$ cat src/rtl/fwrisc_uart_loader.sv
// UART program loader: packs received bytes little-endian into 32-bit words,
// writes them to instruction RAM and holds the core in reset until the image is complete.
module fwrisc_uart_loader #(
  parameter int MEM_BYTES = 4096,
  parameter int ADDR_W    = 10
) (
  input  logic              clk,
  input  logic              rst_n,
  input  logic [7:0]        rx_data,
  input  logic              rx_valid,
  input  logic              restart,
  output logic              mem_we,
  output logic [ADDR_W-1:0] mem_addr,
  output logic [31:0]       mem_wdata,
  output logic              core_reset,
  output logic              program_receiving,
  output logic              program_done,
  output logic              program_ov
);

  localparam int BCNT_W = $clog2(MEM_BYTES);
  localparam logic [BCNT_W-1:0] LAST_IDX = BCNT_W'(MEM_BYTES - 1);
  localparam logic [BCNT_W-1:0] BCNT_ONE = BCNT_W'(1);

  typedef enum logic [1:0] {
    ST_LOAD   = 2'd0,
    ST_FINISH = 2'd1,
    ST_DONE   = 2'd2
  } state_t;

  state_t              state_r, state_s;
  logic [BCNT_W-1:0]   bcnt_r, bcnt_s;
  logic [23:0]         pack_r, pack_s;
  logic                mem_we_r, mem_we_s;
  logic [ADDR_W-1:0]   mem_addr_r, mem_addr_s;
  logic [31:0]         mem_wdata_r, mem_wdata_s;
  logic                core_reset_r, core_reset_s;
  logic                recv_r, recv_s;
  logic                done_r, done_s;
  logic                ov_r, ov_s;

  // Next-state and next-output logic; restart overrides every state and drops a coincident byte
  always_comb begin
    state_s      = state_r;
    bcnt_s       = bcnt_r;
    pack_s       = pack_r;
    mem_we_s     = 1'b0;
    mem_addr_s   = mem_addr_r;
    mem_wdata_s  = mem_wdata_r;
    core_reset_s = core_reset_r;
    recv_s       = 1'b0;
    done_s       = done_r;
    ov_s         = ov_r;

    if (restart) begin
      state_s      = ST_LOAD;
      bcnt_s       = '0;
      pack_s       = 24'h00_0000;
      done_s       = 1'b0;
      ov_s         = 1'b0;
      core_reset_s = 1'b1;
    end else begin
      case (state_r)
        ST_LOAD: begin
          if (rx_valid) begin
            recv_s = 1'b1;
            bcnt_s = bcnt_r + BCNT_ONE;
            // Lanes 0..2 are staged; lane 3 completes the word and issues the write
            case (bcnt_r[1:0])
              2'd0: pack_s[7:0]   = rx_data;
              2'd1: pack_s[15:8]  = rx_data;
              2'd2: pack_s[23:16] = rx_data;
              2'd3: begin
                mem_we_s    = 1'b1;
                mem_addr_s  = bcnt_r[BCNT_W-1:2];
                mem_wdata_s = {rx_data, pack_r};
              end
              default: pack_s = pack_r;
            endcase
            if (bcnt_r == LAST_IDX) begin
              state_s = ST_FINISH;
            end else begin
              state_s = ST_LOAD;
            end
          end else begin
            state_s = ST_LOAD;
          end
        end
        ST_FINISH: begin
          state_s      = ST_DONE;
          done_s       = 1'b1;
          core_reset_s = 1'b0;
          if (rx_valid) begin
            ov_s = 1'b1;
          end else begin
            ov_s = ov_r;
          end
        end
        ST_DONE: begin
          if (rx_valid) begin
            ov_s = 1'b1;
          end else begin
            ov_s = ov_r;
          end
        end
        default: begin
          state_s = ST_LOAD;
        end
      endcase
    end
  end

  // State and registered-output update
  always_ff @(posedge clk or negedge rst_n) begin
    if (!rst_n) begin
      state_r      <= ST_LOAD;
      bcnt_r       <= '0;
      pack_r       <= 24'h00_0000;
      mem_we_r     <= 1'b0;
      mem_addr_r   <= '0;
      mem_wdata_r  <= 32'h0000_0000;
      core_reset_r <= 1'b1;
      recv_r       <= 1'b0;
      done_r       <= 1'b0;
      ov_r         <= 1'b0;
    end else begin
      state_r      <= state_s;
      bcnt_r       <= bcnt_s;
      pack_r       <= pack_s;
      mem_we_r     <= mem_we_s;
      mem_addr_r   <= mem_addr_s;
      mem_wdata_r  <= mem_wdata_s;
      core_reset_r <= core_reset_s;
      recv_r       <= recv_s;
      done_r       <= done_s;
      ov_r         <= ov_s;
    end
  end

  assign mem_we            = mem_we_r;
  assign mem_addr          = mem_addr_r;
  assign mem_wdata         = mem_wdata_r;
  assign core_reset        = core_reset_r;
  assign program_receiving = recv_r;
  assign program_done      = done_r;
  assign program_ov        = ov_r;

endmodule

$ cat config.mk
export PLATFORM = sky130hd
export DESIGN_NAME = fwrisc_uart_loader
export DESIGN_NICKNAME = d
export VERILOG_FILES = /design/src/rtl/fwrisc_uart_loader.sv
export SDC_FILE = /design/constraint.sdc
export NUM_CORES = 1
export LEC_CHECK = 0
export CELL_PAD_IN_SITES_DETAIL_PLACEMENT = 1
export CELL_PAD_IN_SITES_GLOBAL_PLACEMENT = 1
export CORE_ASPECT_RATIO = 0.9
export CORE_MARGIN = 2
export CORE_UTILIZATION = 44
export CTS_CLUSTER_SIZE = 30
export DETAILED_ROUTE_END_ITERATION = 8
export HOLD_SLACK_MARGIN = 0.08
export PLACE_DENSITY_LB_ADDON = 0.1
export SLEW_MARGIN = 40
export SYNTH_ARGS = -nofsm -noshare
export SYNTH_HDL_FRONTEND = slang
export SYNTH_SLANG_ARGS = --single-unit
export TNS_END_PERCENT = 5
$ cat constraint.sdc
create_clock -name clk -period 2.98 [get_ports clk]
set_input_delay 0.596 -clock clk [delete_from_list [all_inputs] [get_ports clk]]
set_output_delay 0.596 -clock clk [all_outputs]
set_load 0.01 [all_outputs]
==> results.toml, run 1 <==
[global_route]
gr-usage-all-layers_pct = 20.7
grt_pass1_wl_mm = 14.1
grt_pass1_vias = 2808
antenna_found_initial = 0
grt_max_degree = 86
grt_remaining_overflow = 0

[worst_setup_path]
crit_path_end_kind = "flop"
slowest_stage = "clkdlybuf4s50_1"
cp_max_fo = 13
critPathMaxStageDelay_ns = 0.66
reg2reg_to = "bcnt_r[9]"
cp-start-kind = "input pin"
timing.rr.start = "state_r[0]"
r2r_slack_ns = 0.93
cp_cell_sequence = "clkdlybuf4s50_1, nand4_2, nor4_1, mux2_1"
worstRegToRegCells = 5
critPathKind = "input pin to flop"
cp.arrival_ns = 2.34
cp_top_family = "simple AND/OR/NAND/NOR gates"
crit_required_ns = 3.22
crit_buf_inv = 1

[clock_tree]
cts_resized = 0
clock_path_buffers = 2
hold_buffers = 0
htreeDepth = 3
post_cts_buffers = 0
cts_made_buffers = 9
clk_latency_ns = 0.36
path_clk_slew_ns = 0.08
clock-sinks = 85
cts-root-buf = "clkbuf_8"
cts_tree = "done"

[place]
dpl_worst_slack_ns = 0.518
port_buffers = 58
dpl_cell_area_um2 = 4210
dp.final_hpwl_mm = 5.33
gp_congestion = 0.743

[floorplanning]
rows = 31
die_y_um = 89.1
die-area_um2 = 8780
io_pins = 59
start_util_pct = 44.7
die_x_um = 98.5
core-area_um2 = 7910

[route]
vias = 2630
wl_met3_um = 315
dr.first_iter.drc_count = 76
totalWireLength_mm = 8.26
topRoutingLayerUsed = "met4"
firstDrtPassIters = 4
postRouteAntennaNets = 0
wl_met2_mm = 3.75
drc = 0
wire_per_inst_um = 16.0
wl_met1_mm = 4.10
vias_per_cell = 5.11

[sta]
clock.fmax_mhz = 476
fin_crit_sh_pct = 70.4
maxSlewViolCount = 0
setup_slack_ns = 0.881
slew_headroom_pct = 56.2
tightest_slew_ns = 0.655
hold_slack_ns = 0.255
final.setup.tns_ns = 0
finClkSkew_ns = 0.00976
finalHoldViolations = 0
setup_violations = 0
final.min_clock_period_ns = 2.10
grt_setup_unrepaired = "no"

[pwr]
total_power_mw = 2.53
ir_drop_v = 0.000358
leakage_nw = 2.28
powerDensity_nw_per_um2 = 566

[final_layout]
final.fill_count = 898
diodes = 0
fin_nets = 432
final_cell_area_um2 = 4470
area_growth_pct = 26.4
drive_gt1_share_pct = 6.01

[synthesis]
synth_area_leaders = "dfrtp_1, nand2_1, mux2i_1"
yosysWarnings = 0
syn_avg_cell_area_um2 = 10.0
synth_compound_area_share_pct = 3.08
synthAdderAreaFrac_pct = 2.83
seq_area_frac_synth_pct = 60.1
yosys_register_bits = 85
synth_simple_gate_area_share_pct = 21.9
synth_fp_nets = 374
netlist_area_um2 = 3540
synthMuxAreaShare_pct = 8.03
synthXorXnorAreaFrac_pct = 0.495
synth_cells = 354
synth_top_family_by_area = "simple AND/OR/NAND/NOR gates"
netlist.top_cell.by_area = "dfrtp_1"
synth_top_area_share_pct = 59.4
synth.distinct_cells = 30

[run_status]
outcome = "completed"

[run]
max_cap_violations = 0

[worst_hold_path]
min-delay-path-class = "input pin to async pin"
## metrics by stage
stage | utilization [%] | instances
finish | 56.5 | 515
global route | 56.5 | 515
CTS | 56.5 | 515
detailed placement | 53.2 | 500
global placement | 53.2 | 500
floorplan | - | 354
## power by group
| part | internal, mW | switching [mW] |
|---|---|---|
| registers | 1.20 | 0.0313 |
| logic | 0.110 | 0.124 |
| clock network | 0.661 | 0.402 |
## Yosys cell counts
master	count
xor2_1	1
buf_6	1
nor4_2	2
buf_1	3
nand2b_1	1
a21oi_1	8
o31ai_1	4
xnor2_1	1
nand3_1	8
o22ai_1	1
nor2_1	35
o21ai_0	5
buf_2	7
clkbuf_1	4
nand4_2	1
mux2i_1	25
ha_1	8
nor2b_1	2
or4_1	5
nand4_1	2
dfrtp_1	84
dfstp_2	1
or3_1	2
nor4_1	1
a21o_1	1
buf_4	2
nand4b_1	1
mux2_1	3
nand2_1	125
inv_1	10
## how the worst max path moves through the flow
stage | startpoint | end | cells after the start
6_report | rx_valid | bcnt_r[9] | 4
3_3_place_gp | rx_valid | bcnt_r[11] | 4
4_1_cts | rx_valid | bcnt_r[11] | 4
5_1_grt | state_r[0] | bcnt_r[9] | 5
2_1_floorplan | state_r[0] | bcnt_r[11] | 7
3_5_place_dp | rx_valid | bcnt_r[11] | 4
## cell usage in the layout, fill, tap and decap left out, types with 2 or more instances in the layout
master / synthesis / layout
clkbuf_8: 0 / 10
ha_1: 8 / 8
o21ai_0: 5 / 5
mux2i_1: 25 / 25
nand2_1: 125 / 125
nand4_1: 2 / 2
nand3_1: 8 / 8
or3_1: 2 / 2
nor2_1: 35 / 35
bufinv_16: 0 / 4
clkdlybuf4s50_1: 0 / 57
o31ai_1: 4 / 4
inv_1: 10 / 10
or4_1: 5 / 5
a21oi_1: 8 / 8
dfrtp_1: 84 / 84
buf_4: 2 / 6
nor2b_1: 2 / 2
mux2_1: 3 / 3
nor4_2: 2 / 2
## registers in the layout (all words and copies together), names as in the netlist
register,cells
program_done,1
state_r,2
bcnt_r,12
program_receiving,1
mem_we,1
mem_wdata,32
core_reset,1
pack_r,24
program_ov,1
mem_addr,10
## routing by layer
| metal | global-route usage, % | up-vias |
|---|---|---|
| met2 | 31.7 | 56 |
| met5 | 0 | - |
| li1 | - | 1249 |
| met1 | 29.3 | 1314 |
| met3 | 5.24 | 11 |
| met4 | 6.35 | 0 |
## cell type report
type	instances	area [um^2]	share of cell area, %
flip-flops and latches	85	2130	47.6
repair buffers	64	636	14.2
inverters	10	37.5	0.839
clock buffers	11	141	3.16
clock inverters	4	120	2.69
multi-input cells	242	1280	28.7
well taps	99	124	2.77
## logic make-up after synthesis
group,count (synthesis)
xor+xnor,2
fa+ha+maj,8
flops,85
simple gates,185
mux,28
compound gates,19
buf+inv,27
Power figures use the tool's default switching activity.
==> inputs of run 2 (changes only) <==
--- a/config.mk
+++ b/config.mk
@@ -9,7 +9,7 @@
 export CELL_PAD_IN_SITES_GLOBAL_PLACEMENT = 1
 export CORE_ASPECT_RATIO = 0.9
 export CORE_MARGIN = 2
-export CORE_UTILIZATION = 44
+export CORE_UTILIZATION = 37
 export CTS_CLUSTER_SIZE = 30
 export DETAILED_ROUTE_END_ITERATION = 8
 export HOLD_SLACK_MARGIN = 0.08
==> constraint.sdc (replaced) <==
create_clock -name clk -period 1.9 [get_ports clk]
set_input_delay 0.38 -clock clk [delete_from_list [all_inputs] [get_ports clk]]
set_output_delay 0.38 -clock clk [all_outputs]
set_load 0.01 [all_outputs]
==> results.toml, run 2 (synthesis gave the netlist of run 1 again) <==
[run_status]
outcome = "completed"

[final_layout]
final.fill_count = 1062
drive_gt1_share_pct = 9.72
layout_common_cells = "nand2_1, dfrtp_1, clkdlybuf4s50_1, nor2_1, mux2i_1"
final_cell_area_um2 = 4620
area_growth_pct = 30.7
stdcell_count = 554
diodes = 0
layout_commonest_cell = "nand2_1"
fin_nets = 447
fin_util_pct = 50.2
largest_register_ff_count = 32

[floorplanning]
rows = 33
core-area_um2 = 9210
die_x_um = 107
die_y_um = 96.8
io_pins = 59
die-area_um2 = 10400
start_util_pct = 38.4

[pwr]
powerDensity_nw_per_um2 = 821
ir_drop_v = 0.000386
leakage_nw = 2.34

[run]
max_cap_violations = 0

[worst_setup_path]
cp_cell_sequence = "inv_1, ha_2, nand4_2, nor4_1, mux2_1"
timing.rr.start = "state_r[1]"
crit_required_ns = 2.12
slowest_stage = "dfrtp_1"
reg2reg_to = "bcnt_r[9]"
cp.arrival_ns = 2.04
r2r_slack_ns = 0.08
crit_path_end_kind = "flop"
critPathMaxStageDelay_ns = 0.41
worst-path-stages = 5
crit_path_end = "bcnt_r[9]"
cp-start-kind = "flop"
critPathKind = "flop to flop"
cp_top_family = "simple AND/OR/NAND/NOR gates"
crit_start = "state_r[1]"
crit_buf_inv = 1
cp_max_fo = 10
worstRegToRegCells = 5

[place]
port_buffers = 58
dp.final_hpwl_mm = 5.87
dpl_cell_area_um2 = 4380
dp.cells = 537
dpl_worst_slack_ns = -0.130
gp_congestion = 0.773

[route]
firstDrtPassIters = 4
totalWireLength_mm = 8.51
drc = 0
wire_per_inst_um = 15.4
dr.first_iter.drc_count = 80
postRouteAntennaNets = 0
vias = 2627
vias_per_cell = 4.74

[sta]
finClkSkew_ns = 0.00820
slew_headroom_pct = 73.2
finalHoldViolations = 0
setup_violations = 0
tightest_slew_ns = 0.403
grt_setup_unrepaired = "yes"
fin_crit_sh_pct = 95.6
maxSlewViolCount = 0
setup_slack_ns = 0.0834
clock.fmax_mhz = 550
final.min_clock_period_ns = 1.82

[global_route]
antenna_found_initial = 0
gr-usage-all-layers_pct = 18.4
grt_remaining_overflow = 0
grt_pass1_vias = 2815
grt_max_degree = 45
grt_pass1_wl_mm = 14.9

[clock_tree]
clock_path_buffers = 2
cts_made_buffers = 9
cts-root-buf = "clkbuf_8"
cts_tree = "done"
clk_latency_ns = 0.34
clock-sinks = 85
htreeDepth = 3
path_clk_slew_ns = 0.09

[worst_hold_path]
hold_depth = 2
min-delay-path-class = "flop to flop"
==> run 2: cell types whose count changed in the layout (fill, tap and decap cells not counted) <==
cell	delta
buf_12	+3
buf_4	+11
bufinv_16	-2
clkbuf_1	-1
clkinvlp_4	+2
dlygate4sd3_1	+1
ha_1	-1
ha_2	+1
inv_6	+2
==> run 2: worst register-to-register path: stages (launching register included) <==
cell and delay, ns:
dfrtp_1 0.41, inv_1 0.11, ha_2 0.20, nand4_2 0.25
nor4_1 0.36, mux2_1 0.37
==> run 2: cell type report <==
cell class,count,area [um^2],share of cell area (%)
clock buffers,10,138,2.98
well taps,122,153,3.30
flip-flops and latches,85,2130,46.0
multi-input cells,242,1290,27.8
repair buffers,79,788,17.0
inverters,10,37.5,0.812
clock inverters,6,92.6,2.00
==> run 2: how the worst min path moves through the flow <==
stage / startpoint / to / slack [ns]
final: pack_r[18] / mem_wdata[18] / 0.48
after global routing: mem_addr[3] / mem_addr[3] / 0.50
after CTS: pack_r[8] / mem_wdata[8] / 0.48
after detailed placement: rst_n / mem_addr[9] / 0.35
after global placement: rst_n / mem_addr[9] / 0.35
after floorplan: rst_n / bcnt_r[0] / 0.08
==> run 2: timing repair <==
action | 4_1_cts | 5_1_grt
hold buffers | 1 | 0
resized for setup | 0 | 1
endpoints found under the hold margin | 25 | 0
setup endpoints to repair | 0 | 11
setup buffers | 0 | 0
==> run 2: stage by stage <==
stage / setup TNS [ns] / hold slack, ns / power, mW
after CTS: 0 / 0.482 / 3.85
after detailed placement: -3.14 / 0.348 / 2.38
after floorplan: 0 / 0.0844 / 2.12
after global routing: -0.117 / 0.499 / 3.99
final: 0 / 0.476 / 3.80
after global placement: -1.22 / 0.346 / 2.37
==> run 2: metal layers <==
layer	track usage, %	wire length [um]
met3	3.77	245
met4	4.80	62
met5	0	0
met2	27.3	3860
met1	27.4	4340
==> run 2: report_power, final <==
| group | total, mW | switching (mW) | internal, mW | leakage, nW |
|---|---|---|---|---|
| combinational | 0.401 | 0.203 | 0.198 | 1.06 |
| sequential | 1.94 | 0.0521 | 1.89 | 1.17 |
| clock | 1.46 | 0.672 | 0.786 | 0.110 |
| total | 3.80 | 0.927 | 2.87 | 2.34 |
